`src/rtl/pipe_icache.sv`:
```
// ----------------------------------------------------------------------------
// pipe_icache
//   Direct-mapped, read-only instruction cache between the pipeline fetch
//   stage and a word-wide instruction memory. Hits return the addressed word
//   combinationally in the same cycle. Misses refill a whole block, one word
//   per memory completion, before the fetch is retried.
//
//   Parameters
//     SETS      number of direct-mapped sets (power of 2, >= 2)
//     BLKWORDS  32-bit words per block (power of 2, >= 1)
//
//   Ports
//     CLK        clock, rising edge
//     nRST       synchronous active-low reset
//     imemREN    fetch request from the datapath
//     imemaddr   fetch byte address (word aligned)
//     flush      invalidate every entry; aborts a refill in progress
//     ihit       fetch satisfied this cycle
//     imemload   fetched instruction, valid while ihit=1
//     iREN       memory read request
//     iaddr      memory word address (zero when not refilling)
//     iwait      memory busy; a read completes when iREN=1 and iwait=0
//     iload      memory read data
//
//   Optional build macro
//     ICACHE_STATS_EN  adds hit_count / miss_count outputs (32-bit wrapping
//                      counters, cleared only by reset).
//
//   Address split: [1:0] byte, then log2(BLKWORDS) word-offset bits,
//   then log2(SETS) index bits, remaining upper bits are the tag.
// ----------------------------------------------------------------------------
module pipe_icache #(
    parameter int SETS     = 16,
    parameter int BLKWORDS = 2
) (
    input  logic        CLK,
    input  logic        nRST,
    input  logic        imemREN,
    input  logic [31:0] imemaddr,
    input  logic        flush,
    output logic        ihit,
    output logic [31:0] imemload,
    output logic        iREN,
    output logic [31:0] iaddr,
    input  logic        iwait,
    input  logic [31:0] iload
`ifdef ICACHE_STATS_EN
    ,
    output logic [31:0] hit_count,
    output logic [31:0] miss_count
`endif
);

    localparam int WOFF_W = $clog2(BLKWORDS);
    localparam int CNT_W  = (WOFF_W > 0) ? WOFF_W : 1;
    localparam int IDX_W  = $clog2(SETS);
    localparam int TAG_W  = 30 - WOFF_W - IDX_W;
    localparam logic [CNT_W-1:0] LAST_WORD = CNT_W'(BLKWORDS - 1);

    // IDLE : serve hits, detect misses
    // FILL : refill the latched block one word per memory completion
    typedef enum logic {
        IDLE = 1'b0,
        FILL = 1'b1
    } state_t;

    state_t           r_state;
    logic [SETS-1:0]  r_valid;
    logic [TAG_W-1:0] r_tags [SETS];
    logic [31:0]      r_data [SETS][BLKWORDS];
    logic [TAG_W-1:0] r_mtag;
    logic [IDX_W-1:0] r_midx;
    logic [CNT_W-1:0] r_cnt;

    logic [TAG_W-1:0] w_tag;
    logic [IDX_W-1:0] w_idx;
    logic [CNT_W-1:0] w_word;
    logic             w_lookup;
    logic             w_hit;
    logic             w_miss;
    logic             w_wr;
    logic             w_last;
    logic [31:0]      w_fill_addr;
    logic             w_unused_byte;

    // ------------------------------------------------------------------
    // Address decode
    // ------------------------------------------------------------------
    assign w_tag = imemaddr[31 -: TAG_W];
    assign w_idx = imemaddr[2 + WOFF_W +: IDX_W];

    generate
        if (WOFF_W > 0) begin : g_woff
            assign w_word      = imemaddr[2 +: WOFF_W];
            assign w_fill_addr = {r_mtag, r_midx, r_cnt, 2'b00};
        end else begin : g_nowoff
            assign w_word      = '0;
            assign w_fill_addr = {r_mtag, r_midx, 2'b00};
        end
    endgenerate

    // Byte offset is architecturally ignored.
    assign w_unused_byte = ^imemaddr[1:0];

    // ------------------------------------------------------------------
    // Lookup
    // ------------------------------------------------------------------
    assign w_lookup = r_valid[w_idx] && (r_tags[w_idx] == w_tag);
    assign w_hit    = (r_state == IDLE) && imemREN && !flush && w_lookup;
    assign w_miss   = (r_state == IDLE) && imemREN && !flush && !w_lookup;

    // A refill word lands on every memory completion while in FILL.
    assign w_wr     = (r_state == FILL) && !iwait;
    assign w_last   = w_wr && (r_cnt == LAST_WORD);

    assign ihit     = w_hit;
    assign imemload = r_data[w_idx][w_word];
    assign iREN     = (r_state == FILL);
    assign iaddr    = (r_state == FILL) ? w_fill_addr : 32'h0000_0000;

    // ------------------------------------------------------------------
    // Control FSM and valid bits
    // ------------------------------------------------------------------
    always_ff @(posedge CLK) begin
        if (!nRST) begin
            r_state <= IDLE;
            r_valid <= '0;
            r_cnt   <= '0;
            r_mtag  <= '0;
            r_midx  <= '0;
        end else begin
            case (r_state)
                IDLE: begin
                    if (flush) begin
                        r_valid <= '0;
                    end else if (w_miss) begin
                        r_state <= FILL;
                        r_mtag  <= w_tag;
                        r_midx  <= w_idx;
                        r_cnt   <= '0;
                    end
                end
                FILL: begin
                    // Flush takes priority, even over the final completion,
                    // so a block being refilled never becomes valid.
                    if (flush) begin
                        r_valid <= '0;
                        r_state <= IDLE;
                    end else if (!iwait) begin
                        r_cnt <= r_cnt + CNT_W'(1);
                        if (r_cnt == LAST_WORD) begin
                            r_valid[r_midx] <= 1'b1;
                            r_state         <= IDLE;
                        end
                    end
                end
                default: r_state <= IDLE;
            endcase
        end
    end

    // ------------------------------------------------------------------
    // Data and tag storage; contents are meaningless until the valid bit
    // is set, so no reset is applied here.
    // ------------------------------------------------------------------
    always_ff @(posedge CLK) begin
        if (w_wr) begin
            r_data[r_midx][r_cnt] <= iload;
        end
        if (w_last) begin
            r_tags[r_midx] <= r_mtag;
        end
    end

`ifdef ICACHE_STATS_EN
    // ------------------------------------------------------------------
    // Statistics: survive flush, cleared only by reset.
    // ------------------------------------------------------------------
    logic [31:0] r_hit_count;
    logic [31:0] r_miss_count;

    always_ff @(posedge CLK) begin
        if (!nRST) begin
            r_hit_count  <= '0;
            r_miss_count <= '0;
        end else begin
            if (w_hit) begin
                r_hit_count <= r_hit_count + 32'd1;
            end
            if (w_miss) begin
                r_miss_count <= r_miss_count + 32'd1;
            end
        end
    end

    assign hit_count  = r_hit_count;
    assign miss_count = r_miss_count;
`endif

endmodule

```
`config.mk`:
```
export PLATFORM = sky130hd
export DESIGN_NAME = pipe_icache
export DESIGN_NICKNAME = d
export VERILOG_FILES = /design/src/rtl/pipe_icache.sv
export SDC_FILE = /design/constraint.sdc
export NUM_CORES = 1
export LEC_CHECK = 0
export CORE_ASPECT_RATIO = 2
export CORE_UTILIZATION = 62
export DETAILED_ROUTE_END_ITERATION = 10
export DONT_BUFFER_PORTS = 1
export GPL_ROUTABILITY_DRIVEN = 0
export GPL_TIMING_DRIVEN = 0
export PLACE_DENSITY = 0.85
export SYNTH_ARGS = -nofsm -noshare
export SYNTH_HDL_FRONTEND = slang
export SYNTH_SLANG_ARGS = --single-unit
```
`constraint.sdc`:
```
create_clock -name CLK -period 5.05 [get_ports CLK]
set_clock_uncertainty 0.2 [all_clocks]
set_input_delay 0.505 -clock CLK [delete_from_list [all_inputs] [get_ports CLK]]
set_output_delay 0.505 -clock CLK [all_outputs]
set_load 0.01 [all_outputs]
```
* Word-level counts from Yosys, hierarchy flattened *
Memory sizes are Yosys's and may differ from the RTL's.
Index checks and enable logic that the tools add are counted.

word-level totals
  flip-flop bits (word level) = 47
  memory bits (writable) = 1,424
  input bits = 69
  memories kept = 2
  output and inout port bits = 66
  word-level logic and storage cells = 72

memory list
  name    words  width  read ports  clocked after memory_dff  write ports  RTL line  source
  r_data  16     64     1           0                         1            70        logic [31:0] r_data [SETS][BLKWORDS];
  r_tags  16     25     1           0                         1            69        logic [TAG_W-1:0] r_tags [SETS];

operators by class
  bitwise gates (word level) = 5
  $lt $le $gt $ge = 6
  eq/ne operators = 8
  add/sub/neg operators = 1
  muxes and demuxes = 30
  reduce and logical (&&, ||, !) cells = 15

operator list
  operator                                                                              number
  32-bit 2-to-1 mux                                                                     5
  16-bit 2-to-1 mux                                                                     4
  64-bit 2-to-1 mux                                                                     1
  32-bit demux with 1-bit select                                                        1
  16-bit one-hot mux with 2 select lines                                                1
  25-bit equality test                                                                  1
  16-bit OR                                                                             1
  1-bit 2-to-1 mux                                                                      14
  4-bit by 5-bit less-than comparator with 1-bit output (second input constant)         2
  2-bit inequality test (second input constant)                                         5
  1-bit logical AND                                                                     9
  3-bit AND reduction                                                                   2
  1-bit binary-select mux with 4-bit select                                             1
  1-bit demux with 4-bit select                                                         1
  2-bit greater-or-equal comparator (second input constant)                             2
  4-bit by 1-bit greater-or-equal comparator with 1-bit output (second input constant)  1
  1-bit inverter with 2-bit output                                                      2
  1-bit one-hot mux with 2 select lines                                                 2
  4-bit AND reduction                                                                   1
  1-bit zero test                                                                       3
  3-bit by 2-bit inequality test with 1-bit output (second input constant)              1
  3-bit inequality test (second input constant)                                         1
  2-bit by 1-bit less-than comparator with 1-bit output (second input constant)         1
  1-bit inverter                                                                        2
  1-bit adder (second input constant)                                                   1

* Longest topological paths before layout *
  depth after elaboration = 9
  depth in mapped cells = 13
  depth with buffers taken out = 8

* Least setup slack after synthesis *
Ideal clock, no wire load.

  path type = flip-flop to flip-flop
  from = register r_state, in the netlist iREN
  to = memory r_data[15][0] (netlist name), enable pin
  required time = 4.378 ns
  cell stages (with the launch flop) = 5
  library setup time = 0.472 ns
  period minus slack after synthesis = 4.130 ns
  buffers on the path = 2
  path slack = 0.920 ns
  arrival time = 3.458 ns
  path through = dfxtp_1 clkbuf_1 nand3b_1 clkbuf_1 nor2_1

on the way
  word-level cells in the longest chain between the ends = 3

RTL lines
  what                                     RTL line  source
  from (decl)                              67        state_t r_state;
  from (signal assigned)                   126       r_state <= IDLE;
  from (signal assigned)                   137       r_state <= FILL;
  from (signal assigned)                   148       r_state <= IDLE;
  1-bit logical AND                        113       assign w_wr = (r_state == FILL) && !iwait;
  1-bit 2-to-1 mux                         167       if (w_wr) begin
  64-bit 2-to-1 mux (implied by the code)  168       r_data[r_midx][r_cnt] <= iload;
  to (decl)                                70

Every way passes these cells.

* Final worst setup path *
  from = input port imemaddr[4]
  to = output port imemload[9]

on the way
  word-level cells in the longest chain between the ends = 4

RTL lines
  what                                                  RTL line  source
  from (decl)                                           39        input logic [31:0] imemaddr,
  memory read 16 x 64 bit                               n/a
  32-bit 2-to-1 mux (implied by the code) (3 in a row)  117       assign imemload = r_data[w_idx][w_word];
  to (decl)                                             42        output logic [31:0] imemload,

Every way passes these cells. The select of a mux whose other input is x is not followed.

==> impl_metrics.py <==
metrics = {
    "place": {
        "place_ws_ps": -457.2,
        "io_buffers": 0,
        "dpl_cell_area_mm2": 0.06004,
        "hpwl_um": 100700,
    },
    "global_route": {
        "grt_first_pass_wirelength_um": 230500,
        "grt-ovfl-total": 0,
        "grt_pass1_vias": 31777,
        "grt_start_max_net_pins": 33,
        "grt_antenna_before_repair": 3,
        "grt.total_usage": 0.3627,
    },
    "timing": {
        "worst_slack_ps": -84.30,
        "min_period_ps": 5134,
        "fin_setup_tns_ps": -291.3,
        "rsz0062_at_grt": "false",
        "relSlewSlack": 0.1078,
        "worst_pin_slew_ps": 1338,
        "fmax_mhz": 194.8,
        "min_period_over_period": 1.017,
        "hold_viol_final": 0,
        "setup_violations": 14,
        "maxSlewViolCount": 0,
    },
    "worst_setup_path": {
        "end_kind": "primary output",
        "cp_data_arrival_time_ps": 4430,
        "worstSetupStartpointType": "input port",
        "critPathSlowestCell": "clkdlybuf4s15_2",
        "cpPeakStageDelay_ps": 620,
        "crit_type": "input port to primary output",
        "path_delay_family": "buffers and inverters",
        "crit_chain": "buf_4 > buf_4 > buf_2 > buf_2 > clkdlybuf4s15_2 > clkbuf_4 > mux4_2 > mux4_2 > mux2_2",
        "worstPathRequired_ps": 4350,
        "cp_max_fo": 10,
        "critPathBufInv": 6,
    },
    "cts": {
        "cts_buffers": 116,
        "cts_tree": "built",
        "cts.clk_slew.worst_paths_ps": 70,
        "clk_latency_ps": 760,
        "cts.root.buffer_cell": "clkbuf_16",
        "post-cts-setup-buffers": 0,
        "cts_buffer_depth": 3,
        "cts_num_sinks": 1471,
        "htreeDepth": 3,
    },
    "synth": {
        "syn_avg_cell_area_um2": 22.13,
        "synth.top_cell.area_share": 0.7498,
        "synth_top_area_cell": "edfxtp_1",
        "ys_warn_count": 0,
        "syn-cell-area_mm2": 0.05703,
        "synth-edff-count": 1424,
        "ys_seq_elements": 1471,
        "synthCells": 2577,
        "ys_top_cells_by_area": "edfxtp_1 75%, mux4_2 14%, mux2i_1 2.6%",
        "synth_async_sr_flop_share": 0,
        "ys.flop_type": "edfxtp_1",
        "ys_types": 61,
        "ys_seq_area_frac": 0.7663,
    },
    "route": {
        "wirelength_um": 166500,
        "wl_per_cell_um": 40.51,
        "drc": 0,
        "num_vias": 30586,
        "drtPass1Iterations": 8,
        "postRouteAntennaNets": 0,
        "vias_per_cell": 7.442,
        "drt_iter0_markers": 4849,
    },
    "min_path": {
        "hold_class": "input port to flip-flop",
    },
    "power": {
        "pwr-share-clk": 0.383,
        "intPower_mw": 18.62,
        "pwr-share-comb": 0.053,
        "vdd_drop_max_mv": 0.3327,
        "power_density_mw_per_mm2": 370.0,
        "netSwitchingFraction": 0.2196,
        "p_sw_mw": 5.239,
        "p_leak_nw": 20.10,
        "pwr-share-seq": 0.564,
    },
    "floorplanning": {
        "fp-row-count": 157,
        "die_x_um": 216.5,
        "die_h_um": 430.9,
        "die_area_mm2": 0.09327,
        "initial_core_util": 0.6243,
        "core_area_mm2": 0.09134,
        "ioPinCount": 135,
    },
    "final_layout": {
        "syn2layout_area_growth_pct": 13.06,
        "nets": 2885,
        "layout_commonest_cell": "edfxtp_1",
        "fill_cells": 4945,
        "layout_common_cells": "1,424 x edfxtp_1, 366 x mux4_2, 147 x mux2i_1",
        "drive_gt1_frac": 0.2708,
        "postLayoutCoreUtil": 0.7059,
        "finalInstanceArea_mm2": 0.06448,
    },
    "job": {
        "maxCapViolCount": 0,
    },
    "run_status": {
        "violations": "setup timing",
        "status": "complete, but fails checks",
    },
}
-- final timing paths --
kind	slack (ps)	to	from	cells after the start
worst max register to register	900	r_data[7][37]$_DFFE_PP_	iREN$_SDFF_PN0_	6
worst min-delay path	80	r_valid[15]$_SDFFE_PN0P_	flush	4
worst min register to register	280	r_valid[15]$_SDFFE_PN0P_	r_valid[15]$_SDFFE_PN0P_	2
worst max-delay path	-80	imemload[9]	imemaddr[4]	9
-- logic make-up (layout without fill, tap and decap cells) --
| group | count (synthesis) | after routing | synth area share |
|---|---|---|---|
| flops | 1471 | 1471 | 0.7663 |
| other cells | 1 | 6 | 0.00006576 |
| mux | 566 | 566 | 0.1808 |
| xor+xnor | 17 | 17 | 0.002611 |
| buf+inv | 154 | 490 | 0.01327 |
| simple gates | 254 | 254 | 0.02231 |
| compound gates | 114 | 114 | 0.01459 |
-- synthesized netlist by cell type (all sizes together) (2+ instances only) --
master,count
o21ai,3
clkbuf,65
mux2,53
a211o,2
and4b,2
a221oi,8
nor4,5
dfxtp,47
a41oi,6
a2111oi,2
o2111ai,3
edfxtp,1424
xor2,2
buf,84
a31oi,14
inv,5
o221ai,2
and2,32
a21oi,12
a211oi,2
nand3b,2
nand3,15
o22ai,11
mux2i,147
a22oi,34
nand2b,7
nor2,62
nor4b,2
mux4,366
o32ai,2
and4,3
and3b,5
nand4,8
xnor2,15
a21o,2
nor3,6
or3,2
a21boi,3
or2,2
and3,3
nand2,81
nor2b,11
nor3b,5
-- layer usage --
metal  GRT usage  up-vias  routed length, µm
met1      0.3971    15510              48930
met3     0.08183      806              18030
met4      0.2827        2              14300
li1            -    11266                  -
met2      0.6102     3002              85200
met5           0        -                 15
-- worst min-delay path, delay by kind of cell --
kind            cells  cell delay (ps)
simple gates        2              240
buf+inv             1              180
compound gates      1               60
-- registers in the layout, summed over array words and instances, names as in the netlist --
name / flops
r_valid: 16
r_tags: 400
r_mtag: 25
r_midx: 4
r_data: 1024
r_cnt: 1
iREN: 1
-- through the flow --
stage          power, mW  instances  hold WS [ps]
2_1_floorplan      14.40       2578         222.3
3_3_place_gp       14.72       3770         241.9
3_5_place_dp       14.77       3826         256.4
4_1_cts            23.77       4105         42.54
5_1_grt            24.25       4108         104.3
6_report           23.86       4110         81.39
-- area by class of cell --
cell class                 instances  area, µm²  area share
sequential                      1471      43700      0.6778
multi-input combinational        953      12810      0.1987
clock buffer                     144       3100     0.04809
timing repair buffer             120       1934     0.03000
tap                             1192       1491     0.02313
buffer                           149      814.5     0.01263
clock inverter                    72      591.8    0.009179
inverter                           5      18.77   0.0002911
antenna                            4      10.01   0.0001552
-- what timing repair did --
item / CTS / global route
hold endpoints to repair: 1052 / 0
gates resized for setup: 29 / 13
hold buffers: 63 / 0
endpoints found under the setup margin: 32 / 20
-- power by group through the flow --
stage	clock network [mW]	logic, mW	registers, mW
floorplan	0	0.717	13.7
global placement	0	1.01	13.7
detailed placement	0	1.06	13.7
CTS	9.09	1.24	13.4
global route	9.51	1.30	13.4
finish	9.14	1.28	13.4
No activity file was read; power rests on OpenSTA's default activity.
